## config.mk

```make
export PLATFORM = sky130hd
export DESIGN_NAME = info_frame_builder
export DESIGN_NICKNAME = d
export VERILOG_FILES = /design/src/rtl/hdmi_info_frame_pkg.sv /design/src/rtl/info_frame_checksum.sv /design/src/rtl/info_frame_builder.sv
export SDC_FILE = /design/constraint.sdc
export NUM_CORES = 1
export LEC_CHECK = 0
export ABC_AREA = 1
export BUFFER_PORTS_ARGS = -buffer_cell sky130_fd_sc_hd__buf_2
export CORE_MARGIN = 2
export CORE_UTILIZATION = 40
export CTS_CLUSTER_SIZE = 30
export DETAILED_ROUTE_END_ITERATION = 6
export GPL_TIMING_DRIVEN = 0
export PLACE_DENSITY = 0.69
export SLEW_MARGIN = 20
export SYNTH_ARGS = -nofsm -noshare
export SYNTH_HDL_FRONTEND = slang
export SYNTH_SLANG_ARGS = --single-unit
```

## constraint.sdc

```tcl
create_clock -name clk_pixel -period 8.55 [get_ports clk_pixel]
set_input_delay 1.71 -clock clk_pixel [delete_from_list [all_inputs] [get_ports clk_pixel]]
set_output_delay 1.71 -clock clk_pixel [all_outputs]
set_load 0.02 [all_outputs]
```

## src/rtl/hdmi_info_frame_pkg.sv

```systemverilog
// Shared types and constants for the HDMI InfoFrame packet sources.
package hdmi_info_frame_pkg;

  localparam logic [6:0] VENDOR = 7'd1;
  localparam logic [6:0] AVI    = 7'd2;
  localparam logic [6:0] SPD    = 7'd3;
  localparam logic [6:0] AUDIO  = 7'd4;

  localparam int unsigned PB_COUNT     = 28;
  localparam logic [4:0]  PB_LAST      = 5'(PB_COUNT - 1);
  localparam logic [4:0]  LAST_SUM_IDX = 5'd29;

  // PB0 (checksum) through PB27
  typedef logic [PB_COUNT-1:0][7:0] pb_array_t;

  typedef enum logic [1:0] {IDLE, SUM, PENDING} state_e;

endpackage

```

## src/rtl/info_frame_checksum.sv

```systemverilog
// Serial 8-bit wrapping accumulator; checksum makes the byte total (incl. current byte) zero.
module info_frame_checksum (
  input  logic       clk_pixel,
  input  logic       reset_n,
  input  logic       clear,
  input  logic       add_en,
  input  logic [7:0] data,
  output logic [7:0] checksum
);

  logic [7:0] acc_q, acc_d;
  logic [7:0] sum_now;

  always_comb begin
    sum_now  = acc_q + (add_en ? data : 8'h00);
    acc_d    = clear ? 8'h00 : sum_now;
    checksum = 8'h00 - sum_now;
  end

  always_ff @(posedge clk_pixel or negedge reset_n) begin
    if (!reset_n) begin
      acc_q <= 8'h00;
    end else begin
      acc_q <= acc_d;
    end
  end

endmodule

```

## src/rtl/info_frame_builder.sv

```systemverilog
// Runtime-programmable InfoFrame source: shadow payload, serial checksum, tear-free swap to
// the active packet on a frame boundary.
module info_frame_builder
  import hdmi_info_frame_pkg::*;
#(
  parameter logic [6:0] INFO_TYPE     = AVI,
  parameter logic [7:0] INFO_VERSION  = 8'd2,
  parameter logic [4:0] MAX_LENGTH    = 5'd27,
  parameter bit         SYNC_TO_FRAME = 1'b1
) (
  input  logic             clk_pixel,
  input  logic             reset_n,
  input  logic             wr_en,
  input  logic [4:0]       wr_addr,
  input  logic [7:0]       wr_data,
  input  logic [4:0]       length,
  input  logic             commit,
  input  logic             frame_boundary,
  output logic             busy,
  output logic             valid,
  output logic             wr_reject,
  output logic [23:0]      header,
  output logic [3:0][55:0] sub
);

  state_e     state_q, state_d;
  pb_array_t  shadow_q, snap_q, active_q;
  logic [4:0] shadow_len_q, idx_q;
  logic [23:0] header_q;
  logic       valid_q, reject_q;

  logic       start, sum_en, swap, wr_accept;
  logic [4:0] commit_len;
  logic [7:0] sum_byte, checksum;

  assign commit_len = (length > MAX_LENGTH) ? MAX_LENGTH : length;
  assign wr_accept  = (state_q == IDLE) && wr_en && (wr_addr != 5'd0) && (wr_addr <= PB_LAST);

  // FSM: state register
  always_ff @(posedge clk_pixel or negedge reset_n) begin
    if (!reset_n) begin
      state_q <= IDLE;
    end else begin
      state_q <= state_d;
    end
  end

  // FSM: next state
  always_comb begin
    state_d = state_q;
    unique case (state_q)
      IDLE:    if (commit) state_d = SUM;
      SUM:     if (idx_q == LAST_SUM_IDX) state_d = PENDING;
      PENDING: if (!SYNC_TO_FRAME || frame_boundary) state_d = IDLE;
      default: state_d = IDLE;
    endcase
  end

  // FSM: outputs
  always_comb begin
    busy   = (state_q != IDLE);
    start  = (state_q == IDLE) && commit;
    sum_en = (state_q == SUM);
    swap   = (state_q == PENDING) && (!SYNC_TO_FRAME || frame_boundary);
  end

  // Walk order: HB0, HB1, HB2, then PB1..PB27 from the masked snapshot
  always_comb begin
    sum_byte = 8'h00;
    case (idx_q)
      5'd0:    sum_byte = {1'b1, INFO_TYPE};
      5'd1:    sum_byte = INFO_VERSION;
      5'd2:    sum_byte = {3'b000, shadow_len_q};
      default: if (idx_q <= LAST_SUM_IDX) sum_byte = snap_q[idx_q - 5'd2];
    endcase
  end

  info_frame_checksum u_checksum (
    .clk_pixel (clk_pixel),
    .reset_n   (reset_n),
    .clear     (start),
    .add_en    (sum_en),
    .data      (sum_byte),
    .checksum  (checksum)
  );

  // Snapshot at commit so a same-cycle write cannot tear the packet being summed
  always_ff @(posedge clk_pixel or negedge reset_n) begin
    if (!reset_n) begin
      shadow_q     <= '0;
      snap_q       <= '0;
      active_q     <= '0;
      shadow_len_q <= 5'd0;
      idx_q        <= 5'd0;
      header_q     <= 24'h0;
      valid_q      <= 1'b0;
      reject_q     <= 1'b0;
    end else begin
      reject_q <= busy && (wr_en || commit);
      if (wr_accept) shadow_q[wr_addr] <= wr_data;
      if (start) begin
        shadow_len_q <= commit_len;
        idx_q        <= 5'd0;
        for (int i = 1; i < PB_COUNT; i++) begin
          snap_q[i] <= (5'(i) <= commit_len) ? shadow_q[i] : 8'h00;
        end
      end
      if (sum_en) begin
        idx_q <= idx_q + 5'd1;
        if (idx_q == LAST_SUM_IDX) snap_q[0] <= checksum;
      end
      if (swap) begin
        active_q <= snap_q;
        header_q <= {3'b000, shadow_len_q, INFO_VERSION, 1'b1, INFO_TYPE};
        valid_q  <= 1'b1;
      end
    end
  end

  always_comb begin
    sub = '0;
    for (int i = 0; i < 4; i++) begin
      for (int j = 0; j < 7; j++) begin
        sub[i][8*j +: 8] = active_q[7*i + j];
      end
    end
  end

  assign header    = header_q;
  assign valid     = valid_q;
  assign wr_reject = reject_q;

endmodule

```

* Yosys cells after proc, flatten, opt, wreduce, memory -nomap -nowiden
Index checks and enable logic that the tools add are counted.
** Cells by class
- Add/sub/neg operators :: 4
- Multiply operators :: 0
- Divide/modulo/power cells :: 0
- Magnitude comparators :: 33
- Equality and inequality tests :: 8
- Shifts and indexed selects :: 0
- Mux-type cells :: 43
- Bitwise operators :: 0
- Reduce and logical (&&, ||, !) cells :: 15
** Operator list (number)
- $mux 8 :: 32
- $bwmux 224 :: 1
- $le 5x5->1 const A :: 12
- $bmux 8 s5 :: 1
- $demux 8 s5 :: 1
- $le 4x5->1 const A :: 8
- $pmux 8 s3 :: 1
- $le 3x5->1 const A :: 4
- $mux 5 :: 3
- $lt 5x6->1 const B :: 2
- $le 2x5->1 const A :: 2
- $le 5x5->1 const B :: 2
- $add 8x8->8 :: 1
- $sub 1x8->8 const A :: 1
- $logic_and 1x1->1 :: 7
- $mux 2 :: 3
- $ne 2x2->1 const B :: 3
- $pmux 2 s3 :: 1
- $add 5x1->5 const B :: 1
- $eq 5x1->1 const B :: 1
- $eq 5x2->1 const B :: 1
- $eq 5x5->1 const B :: 1
- $ge 5x1->1 const B :: 1
- $gt 5x5->1 const B :: 1
- 11 further kinds :: 12
** Word-level totals
- Bits in registers :: 702
- Latch bits :: 0
- RAM bits :: 0
- Bits in read-only memories :: 0
- Output and inout port bits :: 251
- Memories :: 0

* Depth between registers and ports, before layout
- Depth after elaboration :: 8
- Mapped depth :: 29
- Depth with buffers taken out :: 25

* Modules after synthesis
A second synthesis with hierarchy kept.
** Unflattened totals
- Cell total of the unflattened synthesis :: 3268
- Area, all modules :: 28995.3 µm²
** By module, submodules not included
- info_frame_builder :: instances 1, cells an instance 3130, area each 28068.2 µm², sequential area each 17091.4 µm²
- info_frame_checksum :: instances 1, cells an instance 138, area each 927.1 µm², sequential area each 200.2 µm²

* Least setup slack after synthesis
OpenSTA, ideal clock, no wires.
- Path type :: reg2reg
- From :: reg idx_q[1]
- To :: reg snap_q[7] in the netlist's numbering
- Library setup time :: 0.118 ns
- Arrival time :: 3.932 ns
- Required time :: 8.432 ns
- Slack :: 4.501 ns
- Cell stages (with the launch flop) :: 29
- Buffers on the path :: 5
- Cells stage by stage :: dfrtp_1 > inv_1 > buf_2 > buf_2 > buf_2 > ha_1 > buf_4 > clkinv_1 > nor2_4 > buf_2 > nand3_1 > nand3_1 > a21oi_1 > a211oi_1 > ha_1 > inv_1 > fa_1 > inv_1 > nand3_1 > nand2_1 > nand2_1 > nand2_1 > a21oi_1 > xor2_1 > nand3_1 > inv_1 > nand2_1 > nand3_1 > nand2_1
** On the way
- Longest elaborated chain between the ends :: 8
** RTL lines
- start: declaration :: line info_frame_builder.sv:28 : logic [4:0] shadow_len_q, idx_q;
- start signal: assignment :: line info_frame_builder.sv:109 : idx_q <= idx_q + 5'd1;
- $sub 5x2->5 :: line info_frame_builder.sv:74 : default: if (idx_q <= LAST_SUM_IDX) sum_byte = snap_q[idx_q - 5'd2];
- $bmux 8 s5 :: line info_frame_builder.sv:74
- $mux 8 (not written as such) :: line info_frame_builder.sv:74
- $mux 8 :: line info_frame_builder.sv:74
- $pmux 8 s3 :: line info_frame_builder.sv:70 : case (idx_q)
- $mux 8 :: line info_frame_checksum.sv:15 : sum_now = acc_q + (add_en ? data : 8'h00);
- $add 8x8->8 :: line info_frame_checksum.sv:15
- $sub 1x8->8 :: line info_frame_checksum.sv:17 : checksum = 8'h00 - sum_now;
- end signal: indexed assignment :: line info_frame_builder.sv:105 : snap_q[i] <= (5'(i) <= commit_len) ? shadow_q[i] : 8'h00;
- end: declaration :: line info_frame_builder.sv:27 : pb_array_t shadow_q, snap_q, active_q;
Parallel ways exist; a longest one is shown, timed or not. The select of a mux whose other input is x is not followed.
A chain may end at the register's enable or synchronous reset.

* Worst setup path in the final report
Same ends and word-level chain as after synthesis.

==> impl_metrics.toml <==
[routing]
drtIter0Drc = 3104
drt-total-wl_um = 105000
vias_per_cell = 5.55
first_pass_iters = 7
drc = 3
ant_nets = 0
wl_per_cell_um = 23.6
route.vias.total = 24730

[setup_path]
slowest_stage = "buf_2"
worstPathArrival_ns = 7.16
crit_top_cell = "nand3_1"
criticalPathCategory = "reg2reg"
crit_required_ns = 9.06
end_kind = "flop"
cp_slowest_stage_delay_ns = 0.49
cp_max_fo = 13
start_kind = "flop"

[global_routing]
grt_antenna_before_repair = 11
grtUsageTotal_pct = 28.2
first_global_vias = 23706
grt_max_degree = 102
grt_pass1_wl_um = 155000
grt.overflow.total = 0

[clocking]
clock_sinks = 691
cts_resized = 0
postCtsSetupBuffers = 0
clkLatencyLatePin_ns = 0.62
clockRootBuffer = "clkbuf_16"
numCtsBuffers = 71
cts_tree = "built"
clockBufferDepth = 3
htreeDepth = 3
path_clk_slew_ns = 0.06
ctsHoldBuffers = 0

[status]
status = "complete, but fails checks"
failed_checks = "DRC"

[placement]
port_buffers = 256
dp_hpwl_um = 74900
gp_congestion = 0.982
place_ws_ns = 2.15
place_area_sq_um = 31400

[synthesis]
synthDistinctLibCells = 46
netlist_area_sq_um = 28600
ys_ff_latch = 691
synth_top_area_share_pct = 60.4
synthCells = 3100
yosysWarnings = 0
yosysSeqAreaShare_pct = 60.4
synth_ff_type = "dfrtp_1"
avgSynthCellArea_sq_um = 9.24
synth_area_leaders = "dfrtp_1 60%, o21ai_0 11%, nand2_1 7.8%, nand3_1 4.6%, inv_1 4.1%"
synth-edff-count = 0
synthTopCellsByCount = "691 x dfrtp_1, 649 x o21ai_0, 592 x nand2_1"
synth.most_common_cell = "dfrtp_1"
async_flop_share_pct = 100
synth_area_leader_cell = "dfrtp_1"

[layout]
utilization_pct = 47.4
nFillCells = 6759
final_nets = 3490
drive_above_1_share_pct = 14.3
syn2layout_area_growth_pct = 17.8
design_area_sq_um = 33800

[min_path]
hp-class = "reg2reg"

[sta]
setup_violations = 0
worst_pin_slew_ns = 1.20
layout_min_cycle_time_ns = 6.66
timing.fmax_ghz = 0.150
maxSlewHeadroom_pct = 19.7
fin_ws_ns = 1.89
skew_ns = 0.0204
drv_slew = 0
finalHoldViolCount = 0
finalCritPeriodShare_pct = 77.9
finalSetupTns_ns = 0
hold-worst-slack_ns = 0.477
rsz0062_at_grt = "false"

[pwr]
ir_drop_v = 0.000224
power_density_nw_per_um2 = 316
p_leak_nw = 15.9

[flow_run]
maxCapViolations = 0

[floorplan]
die_h_um = 272
die_area_sq_um = 73800
io_pins = 274
core_sq_um = 71200
row_count = 98
fp.dieW_um = 272
floorplan.initialDensity_pct = 40.2
critical path: cells and delay by family, from the launching register on:
kind / cells / cell delay, ns
adder cells (fa/ha/maj): 3 / 0.88
flip-flops: 1 / 0.47
AO/OA/AOI/OAI: 3 / 0.61
AND/OR/NAND/NOR: 11 / 1.33
buffers and inverters: 10 / 2.88
XOR/XNOR: 1 / 0.32
worst paths after layout:
check | startpoint | endpoint | slack (ns) | cells past startpoint
max | idx_q[1] | snap_q[7] | 1.89 | 28
min | sub[116] | sub[116] | 0.48 | 2
max reg2reg | idx_q[1] | snap_q[7] | 1.89 | 28
min reg2reg | sub[116] | sub[116] | 0.48 | 2
max in group asynchronous | reset_n | sub[174] | 5.26 | 5
min in group asynchronous | reset_n | sub[9] | 1.09 | 1
registers in the layout (all words and copies together) (netlist names):
register,cells
shadow_q,216
shadow_len_q,5
u_checksum.acc_q,8
header,6
snap_q,224
state_q,2
idx_q,5
wr_reject,1
sub,224
placed cells by master, fill, tap and decap left out, drive strengths merged:
cell | Yosys | final
a211oi | 3 | 3
a21o | 1 | 1
a21oi | 123 | 123
a31oi | 13 | 13
a41oi | 1 | 1
and2 | 1 | 1
buf | 89 | 352
bufinv | 0 | 6
clkbuf | 114 | 214
clkinv | 3 | 14
clkinvlp | 0 | 1
conb | 1 | 16
dfrtp | 691 | 691
diode | 0 | 5
fa | 1 | 1
ha | 15 | 15
inv | 313 | 314
nand2 | 611 | 611
nand3 | 267 | 267
nand3b | 3 | 3
nand4 | 6 | 6
nor2 | 39 | 39
nor3 | 3 | 3
nor4 | 5 | 5
o211ai | 2 | 2
o21ai | 752 | 752
o21bai | 1 | 1
o22ai | 33 | 33
o32ai | 1 | 1
or2 | 4 | 4
xor2 | 4 | 4
stage by stage:
| stage | power [mW] | instances |
|---|---|---|
| floorplan | 5.88 | 3115 |
| global placement | 7.30 | 4321 |
| detailed placement | 7.35 | 4328 |
| CTS | 10.5 | 4447 |
| global route | 11.0 | 4449 |
| finish | 10.7 | 4452 |
layer usage:
layer	share of wire [%]	up-vias	track usage [%]	wire length, um
met2	45	1286	42.2	46800
met1	40	12226	38.6	42400
met5	0.099	-	0	104
met4	4.9	16	14.2	5180
met3	9.9	263	6.46	10400
li1	-	10939	-	-
power breakdown:
part | internal (mW) | switching [mW] | total, mW
sequential | 3.72 | 0.233 | 3.95
combinational | 0.889 | 2.61 | 3.50
clock | 1.89 | 1.31 | 3.20
total | 6.50 | 4.15 | 10.7
layout make-up:
type                            count  area [sq um]  share of cell area [%]
Antenna cell                        5          12.5                  0.0371
Clock inverter                     19           251                   0.745
Tap cell                          950          1190                    3.52
Buffer                            203          1030                    3.04
Timing Repair Buffer              263          1480                    4.40
Inverter                          316          1190                    3.52
Clock buffer                      100          2110                    6.25
Multi-Input combinational cell   1905          9200                    27.3
Sequential cell                   691         17300                    51.2
cells by family (layout without fill, tap and decap cells):
kind of cell / Yosys count / after routing / synth area share (%)
buf+inv: 519 / 901 / 7.72
fa+ha+maj: 16 / 16 / 0.725
compound gates: 930 / 930 / 16.8
simple gates: 939 / 939 / 14.3
other cells: 1 / 21 / 0.0131
flops: 691 / 691 / 60.4
xor+xnor: 4 / 4 / 0.122
Power figures use the tool's default switching activity.
